### config.mk
export PLATFORM = sky130hd
export DESIGN_NAME = regfile_write_arbiter
export DESIGN_NICKNAME = d
export VERILOG_FILES = /design/src/rtl/regfile_write_arbiter.sv
export SDC_FILE = /design/constraint.sdc
export NUM_CORES = 1
export LEC_CHECK = 0
export CORE_MARGIN = 2
export CORE_UTILIZATION = 32
export CTS_CLUSTER_DIAMETER = 40
export DETAILED_ROUTE_END_ITERATION = 10
export PLACE_DENSITY = 0.78
export SLEW_MARGIN = 40
export SYNTH_ARGS = -nofsm -noshare
export SYNTH_HDL_FRONTEND = slang
export SYNTH_SLANG_ARGS = --single-unit
### constraint.sdc
create_clock -name clk -period 1.9 [get_ports clk]
set_input_delay 0.475 -clock clk [delete_from_list [all_inputs] [get_ports clk]]
set_output_delay 0.475 -clock clk [all_outputs]
set_load 0.03 [all_outputs]
### src/rtl/regfile_write_arbiter.sv
// regfile_write_arbiter
//   Round-robin arbiter that shares the single register-file write path
//   among NREQ requesters. The winner's data is registered onto wr_data and
//   a one-hot enable is registered onto wr_en, which feeds the en inputs of
//   the register bank. At most one register is written per cycle.
//
// Ports
//   clk        in   rising-edge clock
//   rst_n      in   synchronous reset, active low
//   stall      in   1 = no new grant this cycle
//   req        in   per-requester level write request
//   req_addr   in   requester i address at [i*AW +: AW]
//   req_data   in   requester i data at [i*n +: n]
//   gnt        out  one-hot grant pulse (registered)
//   wr_en      out  one-hot register enables (registered)
//   wr_data    out  write data to all register D inputs (registered)
//   busy       out  1 while in WRITE
//   err        out  1-cycle pulse: granted address >= NREG
//   state_dbg  out  current FSM state (0 = IDLE, 1 = WRITE)
//   ptr_dbg    out  current round-robin pointer
//
// Handshake: a requester raises req with stable addr/data and holds them
// until it samples its gnt bit high; gnt is asserted for exactly one cycle
// per accepted request, and a req still high in the following cycle counts
// as a new request.
module regfile_write_arbiter #(
  parameter int WORD_LENGTH = 16,
  parameter int n           = WORD_LENGTH,
  parameter int NREQ        = 4,
  parameter int NREG        = 8,
  parameter int AW          = 3,
  localparam int PW         = (NREQ > 1) ? $clog2(NREQ) : 1
) (
  input  logic               clk,
  input  logic               rst_n,
  input  logic               stall,
  input  logic [NREQ-1:0]    req,
  input  logic [NREQ*AW-1:0] req_addr,
  input  logic [NREQ*n-1:0]  req_data,
  output logic [NREQ-1:0]    gnt,
  output logic [NREG-1:0]    wr_en,
  output logic [n-1:0]       wr_data,
  output logic               busy,
  output logic               err,
  output logic               state_dbg,
  output logic [PW-1:0]      ptr_dbg
);

  typedef enum logic {
    IDLE  = 1'b0,
    WRITE = 1'b1
  } state_e;

  state_e          state_q, state_d;
  logic [PW-1:0]   ptr_q, ptr_d;
  logic [NREQ-1:0] gnt_q, gnt_d;
  logic [NREG-1:0] wr_en_q, wr_en_d;
  logic [n-1:0]    wr_data_q, wr_data_d;
  logic            err_q, err_d;

  logic [NREQ-1:0] eligible;
  logic            found;
  logic [PW-1:0]   win;
  logic [PW-1:0]   idx;
  logic [PW-1:0]   ptr_nxt;
  logic [AW-1:0]   win_addr;
  logic [n-1:0]    win_data;
  logic            addr_ok;

  // (p + k) mod NREQ without relying on NREQ being a power of two.
  function automatic logic [PW-1:0] rr_idx(input logic [PW-1:0] p, input int k);
    int s;
    s = int'(p) + k;
    if (s >= NREQ) s = s - NREQ;
    return PW'(s);
  endfunction

  // Arbitration. Masking with the current gnt stops a requester that has
  // not yet observed its grant from being granted a second time.
  always_comb begin
    eligible = req & ~gnt_q & {NREQ{~stall}};
    found    = 1'b0;
    win      = '0;
    idx      = '0;
    for (int k = 0; k < NREQ; k++) begin
      idx = rr_idx(ptr_q, k);
      if (!found && eligible[idx]) begin
        found = 1'b1;
        win   = idx;
      end
    end
    win_addr = req_addr[int'(win)*AW +: AW];
    win_data = req_data[int'(win)*n +: n];
    addr_ok  = int'(win_addr) < NREG;
    ptr_nxt  = (int'(win) == NREQ - 1) ? '0 : win + 1'b1;
  end

  // Next-state and next-output values. With no winner the outputs drop
  // to zero while ptr and wr_data keep their values.
  always_comb begin
    state_d   = IDLE;
    gnt_d     = '0;
    wr_en_d   = '0;
    err_d     = 1'b0;
    ptr_d     = ptr_q;
    wr_data_d = wr_data_q;
    if (found) begin
      state_d   = WRITE;
      gnt_d     = NREQ'(1) << win;
      wr_data_d = win_data;
      ptr_d     = ptr_nxt;
      if (addr_ok) wr_en_d = NREG'(1) << win_addr;
      else         err_d   = 1'b1;
    end
  end

  always_ff @(posedge clk) begin
    if (!rst_n) begin
      state_q   <= IDLE;
      ptr_q     <= '0;
      gnt_q     <= '0;
      wr_en_q   <= '0;
      wr_data_q <= '0;
      err_q     <= 1'b0;
    end else begin
      state_q   <= state_d;
      ptr_q     <= ptr_d;
      gnt_q     <= gnt_d;
      wr_en_q   <= wr_en_d;
      wr_data_q <= wr_data_d;
      err_q     <= err_d;
    end
  end

  assign gnt       = gnt_q;
  assign wr_en     = wr_en_q;
  assign wr_data   = wr_data_q;
  assign err       = err_q;
  assign busy      = (state_q == WRITE);
  assign state_dbg = state_q;
  assign ptr_dbg   = ptr_q;

endmodule

### Word-level counts from Yosys, hierarchy flattened

Cells that the tools add are included.

| cells by class | value |
|---|---|
| add/sub/neg operators | 8 |
| multipliers | 1 |
| order comparisons | 8 |
| equality and inequality tests | 1 |
| shift operators | 4 |
| muxes and demuxes | 22 |
| bitwise gates (word level) | 4 |
| reduce and logical (&&, ||, !) cells | 7 |

Operators with widths:

| operator | count |
|---|---|
| indexed part select 64 x 7 -> 16 bit | 1 |
| two-way mux 2 bit | 9 |
| < comparator 2 x 3 -> 1 bit (second input constant) | 4 |
| indexed part select 12 x 5 -> 3 bit | 1 |
| greater-or-equal comparator 3 bit (second input constant) | 3 |
| two-way mux 1 bit | 9 |
| AND 4 bit | 2 |
| binary-select mux 1 bit (select 2 bit) | 4 |
| left shift 1 x 3 -> 8 bit (first input constant) | 1 |
| subtractor 2 x 1 -> 2 bit (second input constant) | 4 |
| adder 2 x 2 -> 3 bit (second input constant) | 2 |
| multiplier 2 x 2 -> 4 bit (second input constant) | 1 |
| NOT 4 bit | 1 |
| left shift 1 x 2 -> 4 bit (first input constant) | 1 |
| adder 2 x 1 -> 3 bit (second input constant) | 1 |
| greater-or-equal comparator 2 x 3 -> 1 bit (second input constant) | 1 |
| logical AND 1 bit | 3 |
| logical NOT 1 bit | 3 |
| adder 2 x 1 -> 2 bit (second input constant) | 1 |
| equality test 2 x 1 -> 1 bit (second input constant) | 1 |
| AND reduction 2 bit | 1 |
| NOT 1 bit | 1 |

| storage, ports and cells | value |
|---|---|
| bits in registers | 31 |
| input bits | 83 |
| word-level logic and storage cells | 60 |

### Depth between registers and ports, before layout

Gate-level depths: netlist (run 1).

| logic depth | value |
|---|---|
| depth in word-level cells | 18 |
| mapped depth | 8 |
| gate-level depth less buffers | 6 |

### Worst setup path before layout (run 1)

OpenSTA, ideal clock, no wires.

| path | value |
|---|---|
| kind | register -> register |
| from | register gnt_q[1] (netlist: gnt[1]) |
| to | register wr_data_q[14] (netlist: wr_data[14]) |
| setup time | 0.130 ns |
| arrival | 1.846 ns |
| required time | 1.770 ns |
| path slack | -0.076 ns |
| cell stages (with the launch flop) | 7 |
| buffers on the path | 2 |
| clock period less this slack | 1.976 ns |
| cell sequence | dfxtp_1 and2b_1 o221ai_2 buf_6 buf_6 mux2i_1 o221ai_2 |

| on the way | value |
|---|---|
| cells in the longest elaborated chain, start to end | 16 |
| elaborated cells between the ends (all ways) | 26 |

RTL lines:

| item | RTL line | source |
|---|---|---|
| start: declaration | 56 | `logic [NREQ-1:0] gnt_q, gnt_d;` |
| start signal: assignment | 128 | `gnt_q <= gnt_d;` |
| NOT 4 bit * | 81 | `eligible = req & ~gnt_q & {NREQ{~stall}};` |
| AND 4 bit * (2 in a row) | 81 |  |
| binary-select mux 1 bit (select 2 bit) | 87 | `if (!found && eligible[idx]) begin` |
| two-way mux 1 bit (not written as such) | 87 |  |
| two-way mux 1 bit | 87 |  |
| logical NOT 1 bit | 87 |  |
| logical AND 1 bit | 87 |  |
| two-way mux 1 bit | 87 |  |
| logical NOT 1 bit | 87 |  |
| logical AND 1 bit | 87 |  |
| two-way mux 1 bit | 87 |  |
| logical NOT 1 bit | 87 |  |
| logical AND 1 bit | 87 |  |
| two-way mux 2 bit | 87 |  |
| indexed part select 64 x 7 -> 16 bit | 93 | `win_data = req_data[int'(win)*n +: n];` |
| end signal: assignment | 130 | `wr_data_q <= wr_data_d;` |
| end: declaration | 58 | `logic [n-1:0] wr_data_q, wr_data_d;` |

Every way passes the cells marked *; elsewhere a longest branch is shown, timed or not. The select of a mux whose other input is x is not followed.
A chain may end at the register's enable or synchronous reset.

### Worst setup path in the final report (run 1)

| path | value |
|---|---|
| from | register ptr_q[1] (netlist: ptr_dbg[1]) |
| to | register wr_en_q[7] (netlist: wr_en[7]) |

| on the way | value |
|---|---|
| cells in the longest elaborated chain, start to end | 17 |
| elaborated cells between the ends (all ways) | 41 |

RTL lines:

| item | RTL line | source |
|---|---|---|
| start: declaration | 55 | `logic [PW-1:0] ptr_q, ptr_d;` |
| start signal: assignment | 127 | `ptr_q <= ptr_d;` |
| parallel branches: the longest is 17 deep, another holds adder 2 x 1 -> 3 bit | -- |  |
| end signal: assignment | 129 | `wr_en_q <= wr_en_d;` |
| end: declaration | 57 | `logic [NREG-1:0] wr_en_q, wr_en_d;` |

Several ways; the timed one is not identified. The select of a mux whose other input is x is not followed.

==> results of run 1 <==
[logic make-up (layout without fill, tap and decap cells)]
family,Yosys count,count (layout),synth area share
flip-flops,31,31,0.370
AND/OR/NAND/NOR,42,42,0.134
multiplexers,41,41,0.246
other,1,1,0.00223
buffers and inverters,12,147,0.0559
AO/OA/AOI/OAI,33,33,0.187
XOR/XNOR,1,1,0.00522
[area by class of cell]
| type | instances | area (sq um) |
|---|---|---|
| tap | 70 | 87.6 |
| fill | 406 | 1690 |
| timing repair buffer | 140 | 1360 |
| clock buffer | 6 | 72.6 |
| inverter | 1 | 3.75 |
| multi-input combinational | 118 | 1230 |
| sequential | 31 | 634 |
[sequential cells by signal, summed over array words and instances, names as in the netlist]
register / flops
busy: 1
wr_data: 16
wr_en: 8
gnt: 4
ptr_dbg: 2
[metrics by stage]
stage / utilization / setup TNS [ps] / total power (uW) / hold WS [ps]
finish: 0.667 / 0 / 2110 / 466
global route: 0.667 / -224 / 2210 / 489
CTS: 0.643 / 0 / 2080 / 470
detailed placement: 0.596 / -15170 / 1540 / 450
global placement: 0.596 / -14270 / 1530 / 441
floorplan: - / 0 / 1160 / 587
[critical path, stage by stage, from the launching register on]
cell and delay [ps]:
dfxtp_4 400, mux2i_2 280, o221ai_4 200, buf_12 190, mux2i_4 190, mux2_4 320, nor3_2 200
[placed cells by master, fill, tap and decap left out, types with 2 or more instances in the layout]
cell type          n
mux2_4             2
dlygate4sd2_1      2
nor2_1             3
or3b_4             2
o221ai_1           9
clkbuf_8           5
nand2_1           18
o221ai_2           7
dfxtp_1           26
buf_6              6
nor2b_4            3
dfxtp_2            2
o211a_1            3
nor3_4             2
clkbuf_2           3
mux2i_1           32
buf_4             18
clkdlybuf4s50_1  108
mux2i_4            6
nor3_2             6
dfxtp_4            3
[layer usage]
layer | share of wire | global-route usage | vias to the layer above
li1 | - | - | 876
met1 | 0.38 | 0.195 | 796
met2 | 0.55 | 0.351 | 63
met3 | 0.065 | 0.0687 | 6
met4 | 0.011 | 0.0491 | 0
met5 | 0 | 0 | -
[power groups by stage]
stage               registers, uW  logic, uW  clock network (uW)
global route                  756        948                 510
floorplan                     869        292                   0
global placement              757        776                   0
detailed placement            758        783                   0
finish                        749        893                 470
CTS                           749        847                 479
[worst max-delay path by stage]
stage	startpoint	end	slack, ps	cells past startpoint
after global routing	gnt[0]	wr_en[3]	-50	7
after global placement	req[3]	wr_data[6]	-540	8
after floorplan	ptr_dbg[1]	wr_en[4]	1	6
after detailed placement	req[0]	wr_en[5]	-580	9
after CTS	ptr_dbg[0]	ptr_dbg[0]	10	1
final	ptr_dbg[1]	wr_en[7]	40	6
[what timing repair did]
| item | 4_1_cts | 5_1_grt |
|---|---|---|
| buffers inserted | 2 | 2 |
| endpoints found under the setup margin | 29 | 25 |
| resized for setup | 47 | 28 |
| pin swaps | 10 | 14 |
==> flow_summary.toml, run 1 <==
[sta]
finalMaxSlewViolations = 0
final-setup-viol-count = 0
min_period_over_period = 0.979
rsz0062_at_grt = "true"
fmax_ghz = 0.538
post-route-worst-setup-slack_ps = 39.9
hold_violations = 0
finalClockSkew_ps = 4.18
min_period_ps = 1860

[worst_setup_path]
start_kind = "flip-flop"
required_ps = 2100
r2r_setup_slack_ps = 40
r2r-end = "wr_en[7]"
r2r_cells = 6
critPathArrivalTime_ps = 2060
cp_max_fo = 7
crit_path_end_kind = "flip-flop"
crit_type = "flip-flop to flip-flop"
r2r-start = "ptr_dbg[1]"

[power_and_ir_drop]
comb_power_share = 0.423
p_per_area_mw_per_mm2 = 624
swShare = 0.321
clockPowerShare = 0.223
seq_power_share = 0.355
power_leakage_uw = 0.00143
p_sw_uw = 679
p_int_uw = 1430
ir_drop_uv = 322

[finish]
areaGrowthSynthToFinish_pct = 102
fin_area_sq_mm = 0.00339
antennaDiodeCount = 0
fin_cells = 366
num-nets-final = 380
layout-drive-gt1-share = 0.277

[global_routing]
grt_pass1_vias = 1821
grt_pass1_wl_um = 8720
gr-total-overflow = 0
gr-usage-all-layers = 0.187
antenna_found_initial = 0
grt_max_degree = 21

[drt]
wl_per_cell_um = 14.8
vias = 1741
first_pass_iters = 4
postRouteAntennaNets = 0
drt_iter0_markers = 46
viasPerCell = 4.76
drcViolationCount = 0
wirelength_um = 5400

[hold_path]
min_to = "wr_data[14]"
hp-start = "wr_data[14]"
min_path_cells = 2
hp-class = "flip-flop to flip-flop"

[synthesis]
ys_ff_latch = 31
synth_top_area_frac = 0.370
async_flop_share = 0
ys_top_cells_by_count = "mux2i_1, dfxtp_1, nand2_1"
synth_top_cell_by_area = "dfxtp_1"
synth_area_leaders = "dfxtp_1, mux2i_1, o221ai_1"
synth_nets = 244
synth_cells = 161
synth_area_sq_mm = 0.00168
yosysWarnings = 0
synth_flop_cell = "dfxtp_1"
yosysMostFrequentCell = "mux2i_1"
yosysSeqAreaShare = 0.370
synth.avg_cell_area_sq_um = 10.4
synth.distinct_cells = 38
synth_edf_count = 0

[floorplan]
num_rows = 26
pin_count = 116
initial_utilization = 0.331
die_h_um = 76.4
die-area_sq_mm = 0.00584
die_w_um = 76.4
core_sq_mm = 0.00507

[job]
cap_violations = 0

[placement]
place_area_sq_mm = 0.00302
dp_hpwl_um = 4040
dp.cells = 358
dp_slack_ps = -583
globalplace.congestion = 0.751
io_buffers = 114

[clocking]
clock_sinks = 31
h-tree-depth = 2
cts_max_path_buffers = 2
root_buffer = "clkbuf_8"
insertion_delay_ps = 280
clkTransAtPathRegs_ps = 60
cts_hold_buffers = 0
cts_tree = "done"
cts_buffers = 5

[run_status]
outcome = "complete, no violations"
Power figures use the tool's default switching activity.
==> run 2, diff against run 1 <==
- CELL_PAD_IN_SITES_DETAIL_PLACEMENT: not set -> 0
- CELL_PAD_IN_SITES_GLOBAL_PLACEMENT: not set -> 1
- CORE_MARGIN: 2 -> not set
- CORE_UTILIZATION: 32 -> 22
- MAX_ROUTING_LAYER: not set -> met4
- PLACE_DENSITY: 0.78 -> 0.76
==> flow_summary.toml, run 2 (synthesis gave the netlist of run 1 again) <==
[sta]
hold_violations = 0
post-route-worst-setup-slack_ps = -5.93
finalMaxSlewViolations = 0
min_period_ps = 1910
final-setup-viol-count = 1
min_period_over_period = 1.00
rsz0062_at_grt = "true"
finalClockSkew_ps = 4.08
fmax_ghz = 0.525
holdWs_ps = 463

[clocking]
clock_sinks = 31
cts_hold_buffers = 0
h-tree-depth = 2
cts_buffers = 5
root_buffer = "clkbuf_8"
cts_tree = "done"
clkTransAtPathRegs_ps = 70
cts_max_path_buffers = 2
insertion_delay_ps = 280

[power_and_ir_drop]
ir_drop_uv = 291
power_leakage_uw = 0.00149
clockPowerShare = 0.324
p_sw_uw = 725
p_total_uw = 2470
seq_power_share = 0.305
p_per_area_mw_per_mm2 = 706
comb_power_share = 0.372
swShare = 0.294
p_int_uw = 1740

[finish]
largest_register_ffs = 16
fin_area_sq_mm = 0.00349
nFillCells = 693
areaGrowthSynthToFinish_pct = 108
layout_commonest_cell = "clkdlybuf4s50_1"
fin_cells = 403
num-nets-final = 386
final_cell_mix = "clkdlybuf4s50_1, mux2i_1, dfxtp_1"
layout-drive-gt1-share = 0.260
antennaDiodeCount = 0

[worst_setup_path]
crit_path_end_kind = "flip-flop"
crit_type = "flip-flop to flip-flop"
crit_chain = "nor2b_4 -> buf_4 -> a31oi_4 -> o221ai_4 -> buf_12 -> o211a_1 -> or3b_4 -> nor3_2"
endpoint = "wr_en[6]"
startpoint = "gnt[0]"
r2r-start = "gnt[0]"
r2r_setup_slack_ps = -6
critPathArrivalTime_ps = 2120
cp_max_fo = 7
r2r_cells = 8
slowest_stage = "or3b_4"
required_ps = 2120
cp_slowest_stage_delay_ps = 440
start_kind = "flip-flop"
r2r-end = "wr_en[6]"

[run_status]
outcome = "finished, violations left"
violations = "negative setup slack"

[drt]
wirelength_um = 5950
postRouteAntennaNets = 0
wl_per_cell_um = 14.8
drt_iter0_markers = 48
first_pass_iters = 4
vias = 1800
viasPerCell = 4.47
drcViolationCount = 0

[global_routing]
gr-usage-all-layers = 0.156
grt_pass1_wl_um = 9000
gr-total-overflow = 0
antenna_found_initial = 0
grt_max_degree = 20
grt_pass1_vias = 1862

[placement]
io_buffers = 114
globalplace.congestion = 0.812
dp_slack_ps = -561
place_area_sq_mm = 0.00303
dp.cells = 381
dp_hpwl_um = 4170

[floorplan]
die_h_um = 89.4
die_w_um = 89.4
die-area_sq_mm = 0.00799
initial_utilization = 0.229
num_rows = 31
pin_count = 116
core_sq_mm = 0.00733

[hold_path]
hp-class = "flip-flop to flip-flop"

[job]
cap_violations = 0
-- run 2: worst min path at each step --
stage / to / cells after the start / slack (ps) / from
floorplan: busy / 1 / 590 / stall
global placement: wr_data[10] / 2 / 440 / wr_data[10]
detailed placement: wr_data[2] / 2 / 450 / wr_data[2]
CTS: wr_data[2] / 2 / 470 / wr_data[2]
global route: wr_data[8] / 2 / 500 / wr_data[8]
finish: wr_data[2] / 2 / 460 / wr_data[2]
-- run 2: power groups by stage --
stage | registers [uW] | clock network, uW | logic, uW
2_1_floorplan | 869 | 0 | 292
3_3_place_gp | 759 | 0 | 772
3_5_place_dp | 759 | 0 | 775
4_1_cts | 749 | 819 | 895
5_1_grt | 758 | 863 | 969
6_report | 752 | 799 | 918
-- run 2: stage by stage --
stage / utilization / setup TNS, ps
floorplan: - / 0
global placement: 0.413 / -14130
detailed placement: 0.413 / -14870
CTS: 0.469 / 0
global route: 0.477 / -340
finish: 0.477 / -5.93
-- run 2: cell type report --
class / instances / area (sq um) / area share
Clock buffer: 5 / 68.8 / 0.0197
Clock inverter: 3 / 67.6 / 0.0193
Inverter: 1 / 3.75 / 0.00107
Multi-Input combinational cell: 118 / 1110 / 0.318
Sequential cell: 31 / 629 / 0.180
Tap cell: 99 / 124 / 0.0354
Timing Repair Buffer: 146 / 1490 / 0.426
-- run 2: what timing repair did --
action                     4_1_cts  5_1_grt
buffers inserted                 8        4
gates resized for setup         44        9
cloned                           2        0
setup endpoints to repair       28       21
pin swaps                       16        5
-- run 2: worst max-delay path: cells and delay by family, from the launching register on --
family                 cells  cell delay, ps
AOI/OAI and AO/OA          3             480
buffers and inverters      2             320
DFF                        1             350
and+or+nand+nor            3             680
-- run 2: layer usage --
metal | vias to the layer above | track usage | part of all wire
met4 | 0 | 0.0346 | 0.0089
met1 | 845 | 0.191 | 0.43
met3 | 6 | 0.0314 | 0.044
li1 | 886 | - | -
met5 | - | - | 0
met2 | 63 | 0.265 | 0.52
